File: config.mk
export PLATFORM = sky130hd
export DESIGN_NAME = kbd_event_fifo_flat
export DESIGN_NICKNAME = d
export VERILOG_FILES = /design/src/rtl/kbd_event_fifo_if.sv /design/src/rtl/kbd_event_fifo.sv /design/src/flat_wrapper.sv
export SDC_FILE = /design/constraint.sdc
export NUM_CORES = 1
export LEC_CHECK = 0
export ABC_AREA = 1
export BUFFER_PORTS_ARGS = -buffer_cell sky130_fd_sc_hd__buf_2
export CORE_MARGIN = 2
export CORE_UTILIZATION = 60
export DETAILED_ROUTE_END_ITERATION = 12
export GPL_TIMING_DRIVEN = 0
export HOLD_SLACK_MARGIN = 0.08
export PLACE_DENSITY = 0.9
export SYNTH_ARGS = -nofsm -noshare
export SYNTH_HDL_FRONTEND = slang
export SYNTH_SLANG_ARGS = --single-unit
File: constraint.sdc
create_clock -name clk -period 3.25 [get_ports clk]
set_clock_uncertainty 0.1 [all_clocks]
set_input_delay 0.65 -clock clk [delete_from_list [all_inputs] [get_ports clk]]
set_output_delay 0.65 -clock clk [all_outputs]
set_load 0.005 [all_outputs]
File: src/rtl/kbd_event_fifo_if.sv
// ---------------------------------------------------------------------------
// kbd_event_fifo_if
// Bundles the scan-code input, the event handshake and the status outputs of
// kbd_event_fifo.
//   code      16  held PS/2 scan code {prefix, scan}
//   ev_ready   1  consumer accepts the head event
//   clr_ovf    1  clear the sticky overflow flag
//   ev_valid   1  FIFO non-empty, ev_data valid
//   ev_data   10  {brk, ext, scan}; 26 bits {ts, brk, ext, scan} when
//                 KBD_EVENT_TIMESTAMP_EN is defined
//   ev_count AW+1 stored entries, 0..DEPTH
//   overflow   1  sticky, an event was dropped
// Modports: master = producer/consumer side, slave = the FIFO block.
// Optional feature macro: KBD_EVENT_TIMESTAMP_EN.
// ---------------------------------------------------------------------------
interface kbd_event_fifo_if #(
  parameter int unsigned AW = 3
);
`ifdef KBD_EVENT_TIMESTAMP_EN
  localparam int unsigned DW = 26;
`else
  localparam int unsigned DW = 10;
`endif

  logic [15:0]   code;
  logic          ev_ready;
  logic          clr_ovf;
  logic          ev_valid;
  logic [DW-1:0] ev_data;
  logic [AW:0]   ev_count;
  logic          overflow;

  modport master (
    output code, ev_ready, clr_ovf,
    input  ev_valid, ev_data, ev_count, overflow
  );

  modport slave (
    input  code, ev_ready, clr_ovf,
    output ev_valid, ev_data, ev_count, overflow
  );
endinterface

File: src/rtl/kbd_event_fifo.sv
// ---------------------------------------------------------------------------
// kbd_event_fifo
// Watches the held scan code from the PS/2 receiver, turns every change into
// a key event {brk, ext, scan} and queues it in a show-ahead FIFO.
// Ports:
//   clk   system clock
//   rst   asynchronous active-high reset
//   bus   kbd_event_fifo_if.slave (code in, event handshake and status out)
// Parameters:
//   DEPTH FIFO entries, power of two >= 2
//   AW    pointer width, log2(DEPTH)
// Optional feature macro: KBD_EVENT_TIMESTAMP_EN stores a 16-bit free-running
// cycle count with each event (ev_data becomes {ts, brk, ext, scan}).
// ---------------------------------------------------------------------------
module kbd_event_fifo #(
  parameter int unsigned DEPTH = 8,
  parameter int unsigned AW    = 3
) (
  input  logic             clk,
  input  logic             rst,
  kbd_event_fifo_if.slave  bus
);

  localparam int unsigned EW = 10;
`ifdef KBD_EVENT_TIMESTAMP_EN
  localparam int unsigned DW = EW + 16;
`else
  localparam int unsigned DW = EW;
`endif
  localparam int unsigned CW = AW + 1;

  // Stage 1: code capture and previous-code history
  logic [15:0]   r_code;
  logic [15:0]   r_code_prev;

  // Stage 2: registered push request and decoded event
  logic          r_push;
  logic [EW-1:0] r_ev;

  // FIFO state
  logic [DW-1:0] r_mem [DEPTH];
  logic [AW-1:0] r_wr_ptr;
  logic [AW-1:0] r_rd_ptr;
  logic [CW-1:0] r_count;
  logic          r_valid;
  logic          r_ovf;

  // Decode and FIFO next-state wires
  logic          w_dec_ok;
  logic          w_brk;
  logic          w_ext;
  logic          w_change;
  logic          w_pop;
  logic          w_full;
  logic          w_wr_en;
  logic          w_drop;
  logic [DW-1:0] w_wr_data;
  logic [AW-1:0] w_wr_ptr_nxt;
  logic [AW-1:0] w_rd_ptr_nxt;
  logic [CW-1:0] w_count_nxt;
  logic          w_valid_nxt;
  logic          w_ovf_nxt;

  // Code history; code_prev starts at 0 so a non-zero code after reset fires once
  always_ff @(posedge clk or posedge rst) begin
    if (rst) begin
      r_code      <= 16'h0000;
      r_code_prev <= 16'h0000;
    end else begin
      r_code      <= bus.code;
      r_code_prev <= r_code;
    end
  end

  // Decode of the captured code into make/break/extended
  always_comb begin
    w_dec_ok = 1'b0;
    w_brk    = 1'b0;
    w_ext    = 1'b0;
    if (r_code == 16'h0000) begin
      w_dec_ok = 1'b0;
    end else if (r_code[15:8] == 8'h00) begin
      w_dec_ok = 1'b1;
    end else if (r_code[15:8] == 8'hE0) begin
      // E0 F0 is the extended-release prefix pair, not a key
      w_dec_ok = (r_code[7:0] != 8'hF0);
      w_ext    = 1'b1;
    end else if (r_code[15:8] == 8'hF0) begin
      w_dec_ok = 1'b1;
      w_brk    = 1'b1;
    end else begin
      w_dec_ok = 1'b0;
    end
  end

  assign w_change = w_dec_ok & (r_code != r_code_prev);

  // Push request is registered one edge after the change is seen
  always_ff @(posedge clk or posedge rst) begin
    if (rst) begin
      r_push <= 1'b0;
      r_ev   <= '0;
    end else begin
      r_push <= w_change;
      r_ev   <= {w_brk, w_ext, r_code[7:0]};
    end
  end

`ifdef KBD_EVENT_TIMESTAMP_EN
  logic [15:0] r_ts;

  // Free-running timestamp, wraps naturally
  always_ff @(posedge clk or posedge rst) begin
    if (rst) begin
      r_ts <= 16'h0000;
    end else begin
      r_ts <= r_ts + 16'd1;
    end
  end

  assign w_wr_data = {r_ts, r_ev};
`else
  assign w_wr_data = r_ev;
`endif

  // FIFO next state; a push into a full FIFO still lands when a pop frees the
  // head in the same cycle (wr_ptr == rd_ptr then, and the head is consumed)
  always_comb begin
    w_pop        = r_valid & bus.ev_ready;
    w_full       = (r_count == CW'(DEPTH));
    w_wr_en      = r_push & (~w_full | w_pop);
    w_drop       = r_push & w_full & ~w_pop;
    w_wr_ptr_nxt = r_wr_ptr;
    w_rd_ptr_nxt = r_rd_ptr;
    w_count_nxt  = r_count;
    w_ovf_nxt    = r_ovf;

    if (w_wr_en) begin
      w_wr_ptr_nxt = r_wr_ptr + AW'(1);
    end
    if (w_pop) begin
      w_rd_ptr_nxt = r_rd_ptr + AW'(1);
    end

    case ({w_wr_en, w_pop})
      2'b10:   w_count_nxt = r_count + CW'(1);
      2'b01:   w_count_nxt = r_count - CW'(1);
      default: w_count_nxt = r_count;
    endcase

    // A fresh drop outranks a clear request in the same cycle
    if (w_drop) begin
      w_ovf_nxt = 1'b1;
    end else if (bus.clr_ovf) begin
      w_ovf_nxt = 1'b0;
    end

    w_valid_nxt = (w_count_nxt != '0);
  end

  // FIFO control registers
  always_ff @(posedge clk or posedge rst) begin
    if (rst) begin
      r_wr_ptr <= '0;
      r_rd_ptr <= '0;
      r_count  <= '0;
      r_valid  <= 1'b0;
      r_ovf    <= 1'b0;
    end else begin
      r_wr_ptr <= w_wr_ptr_nxt;
      r_rd_ptr <= w_rd_ptr_nxt;
      r_count  <= w_count_nxt;
      r_valid  <= w_valid_nxt;
      r_ovf    <= w_ovf_nxt;
    end
  end

  // Storage array; contents are don't-care while empty, so no reset
  always_ff @(posedge clk) begin
    if (w_wr_en) begin
      r_mem[r_wr_ptr] <= w_wr_data;
    end
  end

  // Show-ahead head and status
  assign bus.ev_data  = r_mem[r_rd_ptr];
  assign bus.ev_valid = r_valid;
  assign bus.ev_count = r_count;
  assign bus.overflow = r_ovf;

endmodule
File: src/flat_wrapper.sv
// flat-port wrapper written by rule: the top's interface ports become plain ports
module kbd_event_fifo_flat 
#(
  parameter int unsigned DEPTH = 8,
  parameter int unsigned AW    = 3
)
  (clk, rst, bus_code, bus_ev_ready, bus_clr_ovf, bus_ev_valid, bus_ev_data, bus_ev_count, bus_overflow);
  kbd_event_fifo_if #(.AW(AW)) bus_i ();
  input  logic clk;
  input  logic rst;
  input wire logic [$bits(bus_i.code)-1:0] bus_code;
  input wire logic [$bits(bus_i.ev_ready)-1:0] bus_ev_ready;
  input wire logic [$bits(bus_i.clr_ovf)-1:0] bus_clr_ovf;
  output wire logic [$bits(bus_i.ev_valid)-1:0] bus_ev_valid;
  output wire logic [$bits(bus_i.ev_data)-1:0] bus_ev_data;
  output wire logic [$bits(bus_i.ev_count)-1:0] bus_ev_count;
  output wire logic [$bits(bus_i.overflow)-1:0] bus_overflow;
  assign bus_i.code = bus_code;
  assign bus_i.ev_ready = bus_ev_ready;
  assign bus_i.clr_ovf = bus_clr_ovf;
  assign bus_ev_valid = bus_i.ev_valid;
  assign bus_ev_data = bus_i.ev_data;
  assign bus_ev_count = bus_i.ev_count;
  assign bus_overflow = bus_i.overflow;
  kbd_event_fifo #(.DEPTH(DEPTH), .AW(AW)) u_core (.clk(clk), .rst(rst), .bus(bus_i));
endmodule
==> results of run 1 <==
[registers in the layout, summed over array words and instances (netlist names)]
register	cells
u_core.bus.ev_count	4
u_core.bus.ev_valid	1
u_core.bus.overflow	1
u_core.r_code	16
u_core.r_code_prev	16
u_core.r_ev	2
u_core.r_mem	80
u_core.r_push	1
u_core.r_rd_ptr	3
u_core.r_wr_ptr	3
[layer usage]
metal	up-vias	routed length [um]	global-route usage [%]	share of wire, %
met4	0	362	12.0	3.3
li1	1550	-	-	-
met2	209	5630	45.4	52
met1	1621	4000	32.1	37
met5	-	0	0	0
met3	36	873	6.72	8.0
[cell type report]
type | instances | area, sq um | share of cell area (%)
clock buffer | 21 | 470 | 7.95
sequential | 127 | 3580 | 60.5
buffer | 14 | 58.8 | 0.994
timing repair buffer | 35 | 175 | 2.96
multi-input combinational | 250 | 1270 | 21.4
clock inverter | 11 | 125 | 2.12
inverter | 29 | 109 | 1.84
tap | 105 | 131 | 2.22
[worst max-delay path: cells and delay by family (launching register included)]
kind            cells  cell delay, ns
simple gates        3            0.39
compound gates      1            0.19
buf+inv             3            0.71
flops               1            0.45
[kinds of logic (layout without fill, tap and decap cells)]
group,count (synthesis),count (layout),share of synthesized area (%)
AO/OA/AOI/OAI,47,47,6.49
AND/OR/NAND/NOR,184,184,15.2
flip-flops,127,127,71.4
XOR/XNOR,16,16,2.80
buffers and inverters,43,110,3.34
adder cells (fa/ha/maj),3,3,0.749
[per-stage QoR]
stage	instance area [sq um]	hold slack (ns)	util (%)	power [mW]
2_1_floorplan	5010	0.254	-	2.75
3_3_place_gp	5320	0.258	65.1	3.13
3_5_place_dp	5320	0.269	65.1	3.19
4_1_cts	5920	0.125	72.4	5.07
5_1_grt	5920	0.118	72.4	5.33
6_report	5920	0.138	72.4	5.09
[placed cells by master, fill, tap and decap left out, types with 8 or more instances in the layout]
cell	instances
o21ai_0	21
xor2_1	12
dfrtp_1	47
clkbuf_1	8
nand2_1	74
o32ai_1	21
nor2_1	80
buf_2	40
edfxtp_1	80
inv_1	26
nand3_1	11
clkbuf_16	17
[power groups by stage]
| stage | logic (mW) | clock network [mW] | registers [mW] |
|---|---|---|---|
| final | 1.31 | 1.87 | 1.92 |
| after global routing | 1.44 | 1.96 | 1.93 |
| after CTS | 1.29 | 1.88 | 1.91 |
| after detailed placement | 1.26 | 0 | 1.93 |
| after global placement | 1.21 | 0 | 1.92 |
| after floorplan | 0.841 | 0 | 1.91 |
[final timing paths]
kind | startpoint | to | slack (ns) | cells past startpoint
worst max-delay path | u_core.r_rd_ptr[0] | bus_ev_data[7] | 0.23 | 7
worst min-delay path | bus_code[13] | u_core.r_code[13] | 0.14 | 1
worst max register to register | u_core.bus.ev_valid | u_core.r_mem[1][6] | 0.81 | 6
worst min register to register | u_core.r_code[11] | u_core.r_code_prev[11] | 0.28 | 0
max in group asynchronous | rst | u_core.r_code_prev[14] | 2.23 | 2
min in group asynchronous | rst | u_core.r_code[13] | 0.25 | 2
==> flow_summary_export.csv, run 1 <==
group,metric,value,unit
clock_network,cts_hold_buf,0,
synthesis,yosysTopAreaCell,"edfxtp_1",
routing,ant_nets,0,
pwr,ir_drop,0.000761,V
synthesis,avgSynthCellArea,11.9,sq um
routing,first_iter_violations,412,
synthesis,synth.area.top_cells,"edfxtp_1 (48%), dfrtp_1 (23%), nor2_1 (6.0%), nand2_1 (5.5%), o32ai_1 (3.7%)",
sta,setup_viol,0,
synthesis,synth-edff-count,80,
sta,final_hold_viol_count,0,
sta,finalMaxSlewViolations,0,
layout,drive_gt1_share,17.5,%
clock_network,cts_resized,0,
floorplan,row_count,33,
worst_setup_path,critPathMaxFanout,10,
floorplan,dieArea,9100,sq um
pwr,p_clk_share,36.7,%
routing,drc,0,
pwr,seqPwrFrac,37.6,%
flow_run,cap_viol_max_count,0,
routing,vias,3416,
synthesis,ys_seq_elements,127,
placed_design,place.gp.congestion,0.838,
sta,rsz0062_at_grt,"no",
worst_setup_path,crit_type,"reg -> out",
routing,firstDrtPassIters,5,
placed_design,post-place-cells,560,
worst_setup_path,crit_top_cell,"nand2_1",
routing,via_per_inst,5.77,
run_status,outcome,"completed",
placed_design,io_buffers,35,
worst_setup_path,crit_arrival,2.27,ns
clock_network,root_buffer,"clkbuf_8",
worst_setup_path,crit_path_max_incr_delay,0.45,ns
floorplan,initial_core_util,61.3,%
pwr,intPower,3.44,mW
pwr,power.density,861,nW/um^2
clock_network,clkLatencyLatePin,0.51,ns
grt,grt_pass1_wl,17300,um
layout,synthToLayoutAreaGrowth,18.0,%
pwr,p_sw,1.65,mW
worst_setup_path,worstPathCellList,"inv_1 -> clkbuf_1 -> nor2_1 -> o32ai_1 -> nand2_1 -> nand2_1 -> buf_2",
synthesis,netlist.area_leader.share,47.9,%
clock_network,cts_tree,"yes",
sta,fmax,332,MHz
clock_network,htree_levels,4,
synthesis,seq_area_frac_synth,71.4,%
worst_setup_path,worstSetupStartpointType,"register",
synthesis,syn_inst,420,
routing,wl_per_cell,18.4,um
layout,antenna_cells,0,
layout,fin_cells,592,
synthesis,async_reset_ff_share,37.0,%
grt,grt_max_degree,48,
grt,antenna_found_initial,0,
floorplan,core,8180,sq um
sta,layout_setup_ws,0.233,ns
pwr,comb_power_share,25.7,%
synthesis,synth_cell_type_count,28,
clock_network,clock_sinks,127,
worst_setup_path,cp-end-kind,"output port",
sta,relSlewSlack,31.1,%
layout,nNetsFinal,497,
sta,period_needed,3.02,ns
layout,n_fill_cell,495,
pwr,sw_frac_of_total,32.4,%
placed_design,dpl_worst_slack,0.592,ns
grt,grt_pass1_vias,3462,
grt,grt_use_total,26.6,%
clock_network,clockBufferDepth,2,
clock_network,post_cts_buffers,0,
worst_setup_path,crit_slowest_cell,"dfrtp_1",
sta,period_share,92.8,%
sta,fin_tns_setup,0,ns
worst_hold_path,hold_path.class,"in -> reg",
worst_setup_path,crit_required,2.50,ns
floorplan,die_h,95.4,um
placed_design,dp_hpwl,6540,um
pwr,p_leak,2.41,nW
grt,grt-ovfl-total,0,
routing,wl,10900,um
synthesis,synth_ff_type,"edfxtp_1",
synthesis,synth_nets,443,
synthesis,synth_area,5010,sq um
clock_network,cts.clk_slew.worst_paths,0.06,ns
floorplan,die_w,95.4,um
synthesis,synth_common_cells,"edfxtp_1 (80), nor2_1 (80), nand2_1 (74)",
clock_network,cts_buffers,17,
floorplan,io_pins,36,
synthesis,yosys_warnings,0,
sta,tightest_slew,1.03,ns
Note: power is estimated with default switching activity, not from simulation.
==> inputs of run 2 (changes only) <==
--- a/config.mk
+++ b/config.mk
@@ -13,6 +13,7 @@
 export GPL_TIMING_DRIVEN = 0
 export HOLD_SLACK_MARGIN = 0.08
 export PLACE_DENSITY = 0.9
+export REMOVE_ABC_BUFFERS = 1
 export SYNTH_ARGS = -nofsm -noshare
 export SYNTH_HDL_FRONTEND = slang
 export SYNTH_SLANG_ARGS = --single-unit
==> run 2 against run 1 <==
Utilization is 0.52 points lower. Largest cell class unchanged. Power fell by 2.6%. Cell count down 1.7%. First-iteration DRC count decreased by 6.3%. Largest power group unchanged. Critical path type unchanged. Design area is 0.72% lower. Flip-flop and latch count is the same. Combinational power down 12%. Fmax hardly changed. Highest routed layer unchanged.
==> flow_summary_export.csv, run 2 (synthesized netlist as in run 1, its figures left out) <==
group,metric,value,unit
run_status,outcome,"completed",
clock_network,htree_levels,4,
routing,vias,3429,
clock_network,clkLatencyLatePin,0.51,ns
routing,drc,0,
worst_setup_path,worstSetupStartpointType,"register",
routing,wl_per_cell,18.0,um
placed_design,io_buffers,35,
grt,antenna_found_initial,0,
floorplan,initial_core_util,61.3,%
pwr,power.density,844,nW/um^2
sta,period_share,92.8,%
routing,via_per_inst,5.89,
routing,ant_nets,0,
floorplan,die_w,95.4,um
pwr,finalPower,4.96,mW
sta,period_needed,3.02,ns
sta,fmax,332,MHz
worst_setup_path,crit_path_max_incr_delay,0.65,ns
clock_network,cts_hold_buf,0,
sta,setup_viol,0,
sta,fin_tns_setup,0,ns
worst_hold_path,min_path_cells,1,
pwr,p_leak,2.36,nW
layout,n_fill_cell,518,
routing,wl,10500,um
layout,antenna_cells,0,
floorplan,die_h,95.4,um
worst_hold_path,hold_path.class,"in -> reg",
grt,grt_max_degree,48,
clock_network,cts_buffers,17,
worst_setup_path,cp-end-kind,"output port",
floorplan,row_count,33,
layout,largest_reg_flops,80,
worst_setup_path,critPathMaxFanout,24,
clock_network,cts.clk_slew.worst_paths,0.05,ns
floorplan,core,8180,sq um
grt,met1_usage,31.3,%
placed_design,place.gp.congestion,0.839,
worst_setup_path,worstPathCellList,"clkinvlp_4 -> nor2_1 -> o32ai_1 -> nand2_1 -> nand2_1 -> buf_2",
clock_network,cts_tree,"yes",
routing,firstDrtPassIters,5,
grt,grt_pass1_wl,16700,um
placed_design,dpl_worst_slack,-0.455,ns
worst_setup_path,crit_required,2.50,ns
clock_network,clockBufferDepth,2,
grt,gr-usage-met3,6.56,%
layout,reg_top3,"u_core.r_mem: 80 flops, u_core.r_code: 16 flops, u_core.r_code_prev: 16 flops",
sta,rsz0062_at_grt,"no",
grt,grt-ovfl-total,0,
floorplan,dieArea,9100,sq um
worst_setup_path,crit_top_cell,"nand2_1",
worst_setup_path,crit_arrival,2.27,ns
sta,tightest_slew,1.18,ns
sta,layout_setup_ws,0.234,ns
layout,drive_gt1_share,17.2,%
grt,grt_busiest_layer,"met2",
layout,nNetsFinal,487,
grt,grt_use_total,25.4,%
grt,met2_usage,42.6,%
placed_design,dp_hpwl,5720,um
grt,grt_pass1_vias,3343,
sta,finalMaxSlewViolations,0,
routing,first_iter_violations,386,
worst_setup_path,r2r_cells,6,
worst_setup_path,crit_type,"reg -> out",
layout,synthToLayoutAreaGrowth,17.1,%
layout,regMostFlops,"u_core.r_mem",
clock_network,root_buffer,"clkbuf_8",
layout,layout_common_cells,"nor2_1 (80), edfxtp_1 (80), nand2_1 (74)",
sta,final_hold_viol_count,0,
layout,fin_area,5870,sq um
floorplan,io_pins,36,
placed_design,placed_cell_area,5260,sq um
pwr,ir_drop,0.000624,V
layout,utilization,71.8,%
clock_network,clock_sinks,127,
sta,relSlewSlack,21.2,%
worst_setup_path,crit_slowest_cell,"dfrtp_4",
flow_run,cap_viol_max_count,0,
-- run 2: per-layer routing --
layer | up-vias | part of all wire (%)
met4 | 0 | 2.9
met3 | 37 | 8.6
met2 | 208 | 51
met1 | 1658 | 37
li1 | 1526 | -
met5 | - | 0
-- run 2: worst max-delay path, delay by kind of cell (launching register included) --
kind | cells | cell delay (ns)
AOI/OAI and AO/OA | 1 | 0.14
buffers and inverters | 2 | 0.49
DFF | 1 | 0.65
and+or+nand+nor | 3 | 0.46
-- run 2: layout make-up --
type	instances	area (sq um)	area share, %
Clock inverter	5	51.3	0.873
Clock buffer	27	514	8.76
Inverter	29	113	1.92
Sequential cell	127	3580	61.0
Timing Repair inverter	3	22.5	0.383
Tap cell	105	131	2.24
Timing Repair Buffer	36	190	3.24
Multi-Input combinational cell	250	1270	21.6
-- run 2: path summary, 6_finish.rpt --
kind / from / endpoint / slack, ns
setup / recovery: u_core.r_rd_ptr[0] / bus_ev_data[7] / 0.23
min in group asynchronous: rst / u_core.r_code[0] / 0.24
hold reg to reg: u_core.r_code[8] / u_core.r_code_prev[8] / 0.28
setup reg to reg: u_core.bus.ev_valid / u_core.r_mem[1][9] / 0.73
max in group asynchronous: rst / u_core.r_rd_ptr[0] / 2.13
hold / removal: bus_code[9] / u_core.r_code[9] / 0.14
-- run 2: report_power, final --
| group | internal (mW) | switching [mW] | leakage (nW) |
|---|---|---|---|
| Clock | 1.14 | 0.618 | 0.281 |
| Combinational | 0.445 | 0.703 | 0.820 |
| Sequential | 1.80 | 0.247 | 1.26 |
| Total | 3.39 | 1.57 | 2.36 |
-- run 2: timing repair --
item / in CTS / in global routing
setup buffers: 0 / 1
setup endpoints to repair: 10 / 1
gates cloned: 3 / 0
gates resized for setup: 7 / 0
-- run 2: through the flow --
step	instances	hold slack [ns]
global placement	546	0.259
global route	582	0.116
floorplan	406	0.254
detailed placement	546	0.267
finish	582	0.140
CTS	581	0.122
==> inputs of run 3 (changes only) <==
--- a/config.mk
+++ b/config.mk
@@ -6,7 +6,7 @@
 export NUM_CORES = 1
 export LEC_CHECK = 0
 export ABC_AREA = 1
-export BUFFER_PORTS_ARGS = -buffer_cell sky130_fd_sc_hd__buf_2
+export BUFFER_PORTS_ARGS = -buffer_cell sky130_fd_sc_hd__buf_4
 export CORE_MARGIN = 2
 export CORE_UTILIZATION = 60
 export DETAILED_ROUTE_END_ITERATION = 12
==> run 3 against run 2 <==
Count of clock-buffer cells in the layout down 10. Combinational power about the same. Design area up 2.7%. Register-to-register slack better by 0.05 ns. Fmax down 1.6%. Critical path type unchanged. Highest routed layer unchanged.
==> flow_summary_export.csv, run 3 (synthesized netlist as in run 1, its figures left out) <==
group,metric,value,unit
run_status,outcome,"completed",
layout,fin_cells,581,
worst_hold_path,min_path_cells,1,
sta,period_share,94.4,%
layout,largest_reg_flops,80,
clock_network,root_buffer,"clkbuf_8",
routing,first_iter_violations,348,
worst_setup_path,worstSetupStartpointType,"register",
grt,grt_pass1_wl,16600,um
routing,wl_per_cell,17.9,um
worst_setup_path,cp.depth,6,
grt,grt_use_total,25.5,%
grt,grt_busiest_layer,"met2",
floorplan,io_pins,36,
sta,setup_viol,0,
layout,drive_gt1_share,17.6,%
worst_hold_path,hp-start,"bus_code[15]",
floorplan,die_w,95.4,um
layout,antenna_cells,0,
routing,drc,0,
grt,grt_pass1_vias,3425,
worst_setup_path,crit_path_max_incr_delay,0.75,ns
clock_network,clockBufferDepth,2,
grt,gr-usage-met3,5.93,%
sta,finalMaxSlewViolations,0,
grt,antenna_found_initial,0,
sta,fin_tns_setup,0,ns
layout,regMostFlops,"u_core.r_mem",
floorplan,row_count,33,
routing,ant_nets,0,
worst_setup_path,r2r_slack,0.78,ns
placed_design,post-place-cells,546,
worst_setup_path,cp-end-kind,"output port",
clock_network,htree_levels,4,
worst_setup_path,worstPathCellList,"clkinvlp_4 -> nor2_1 -> o32ai_1 -> nand2_1 -> nand2_1 -> buf_4",
worst_setup_path,regToRegStartpoint,"u_core.bus.ev_valid",
flow_run,cap_viol_max_count,0,
clock_network,cts_buffers,17,
layout,reg_top3,"u_core.r_mem: 80 flops, u_core.r_code: 16 flops, u_core.r_code_prev: 16 flops",
grt,grt-ovfl-total,0,
floorplan,die_h,95.4,um
placed_design,place.gp.congestion,0.804,
pwr,ir_drop,0.000596,V
routing,wl,10400,um
clock_network,clock_sinks,127,
routing,vias,3363,
floorplan,initial_core_util,61.3,%
grt,grt_max_degree,48,
worst_setup_path,path_delay_family,"flip-flops",
sta,period_needed,3.07,ns
worst_setup_path,critPathMaxFanout,45,
worst_hold_path,whs_endpoint,"u_core.r_code[15]",
floorplan,core,8180,sq um
worst_setup_path,crit_slowest_cell,"dfrtp_4",
sta,fmax,326,MHz
routing,firstDrtPassIters,5,
worst_setup_path,crit_top_cell,"nand2_1",
worst_setup_path,crit_required,2.50,ns
worst_setup_path,reg2reg_to,"u_core.r_mem[2][2]",
clock_network,clkLatencyLatePin,0.51,ns
sta,rsz0062_at_grt,"no",
pwr,p_leak,2.42,nW
sta,relSlewSlack,24.4,%
placed_design,io_buffers,35,
clock_network,cts.clk_slew.worst_paths,0.06,ns
clock_network,cts_tree,"yes",
grt,met1_usage,31.7,%
clock_network,post_cts_buffers,0,
worst_hold_path,hold_path.class,"in -> reg",
pwr,power.density,879,nW/um^2
worst_setup_path,cp_num_buf_inv,2,
layout,layout_common_cells,"nor2_1 (80), edfxtp_1 (80), nand2_1 (74)",
layout,synthToLayoutAreaGrowth,20.3,%
placed_design,dp_hpwl,5600,um
sta,final_hold_viol_count,0,
floorplan,dieArea,9100,sq um
worst_setup_path,crit_type,"reg -> out",
routing,via_per_inst,5.79,
layout,nNetsFinal,486,
worst_setup_path,crit_arrival,2.32,ns
grt,met2_usage,42.1,%
worst_setup_path,r2r_cells,5,
pwr,finalPower,5.31,mW
sta,tightest_slew,1.13,ns
run 3: cell types whose count changed in the layout (fill, tap and decap cells not counted), sizes merged:
cell      before  now
bufinv         1    6
clkinvlp       4    5
clkinv         3    5
buf           36   35
clkbuf        27   17
inv           29   31
run 3: timing repair:
action | CTS | global route
setup endpoints to repair | 10 | 0
gates resized for setup | 7 | 0
hold buffers | 0 | 0
run 3: metal layers:
metal	share of wire [%]	up-vias
met4	2.6	0
li1	-	1527
met2	51	167
met3	7.1	27
met5	0	-
met1	39	1642
run 3: worst max-delay path by stage:
stage	from	end	slack, ns
2_1_floorplan	u_core.r_rd_ptr[0]	bus_ev_data[0]	0.61
3_3_place_gp	u_core.r_rd_ptr[0]	bus_ev_data[1]	-0.32
3_5_place_dp	u_core.r_rd_ptr[0]	bus_ev_data[5]	-0.48
4_1_cts	u_core.r_rd_ptr[0]	bus_ev_data[1]	0.17
5_1_grt	u_core.r_rd_ptr[0]	bus_ev_data[1]	0.03
6_report	u_core.r_rd_ptr[0]	bus_ev_data[1]	0.18
run 3: metrics by stage:
step / util [%] / setup slack (ns) / area (sq um) / hold WS (ns)
6_report: 73.8 / 0.184 / 6030 / 0.140
5_1_grt: 73.8 / 0.0300 / 6030 / 0.124
4_1_cts: 73.8 / 0.170 / 6030 / 0.125
3_5_place_dp: 65.4 / -0.480 / 5350 / 0.269
3_3_place_gp: 65.4 / -0.316 / 5350 / 0.260
2_1_floorplan: - / 0.610 / 4950 / 0.254
run 3: power by group:
part	leakage [nW]	switching, mW	internal [mW]
sequential	1.26	0.278	1.80
combinational	0.841	0.642	0.504
clock	0.316	0.681	1.40
total	2.42	1.60	3.70
run 3: area by class of cell:
type | instances | area (sq um)
flip-flops and latches | 127 | 3580
clock inverters | 15 | 239
clock buffers | 17 | 414
repair buffers | 35 | 263
multi-input cells | 250 | 1270
well taps | 105 | 131
repair inverters | 3 | 22.5
inverters | 29 | 113
fillers | 487 | 2140
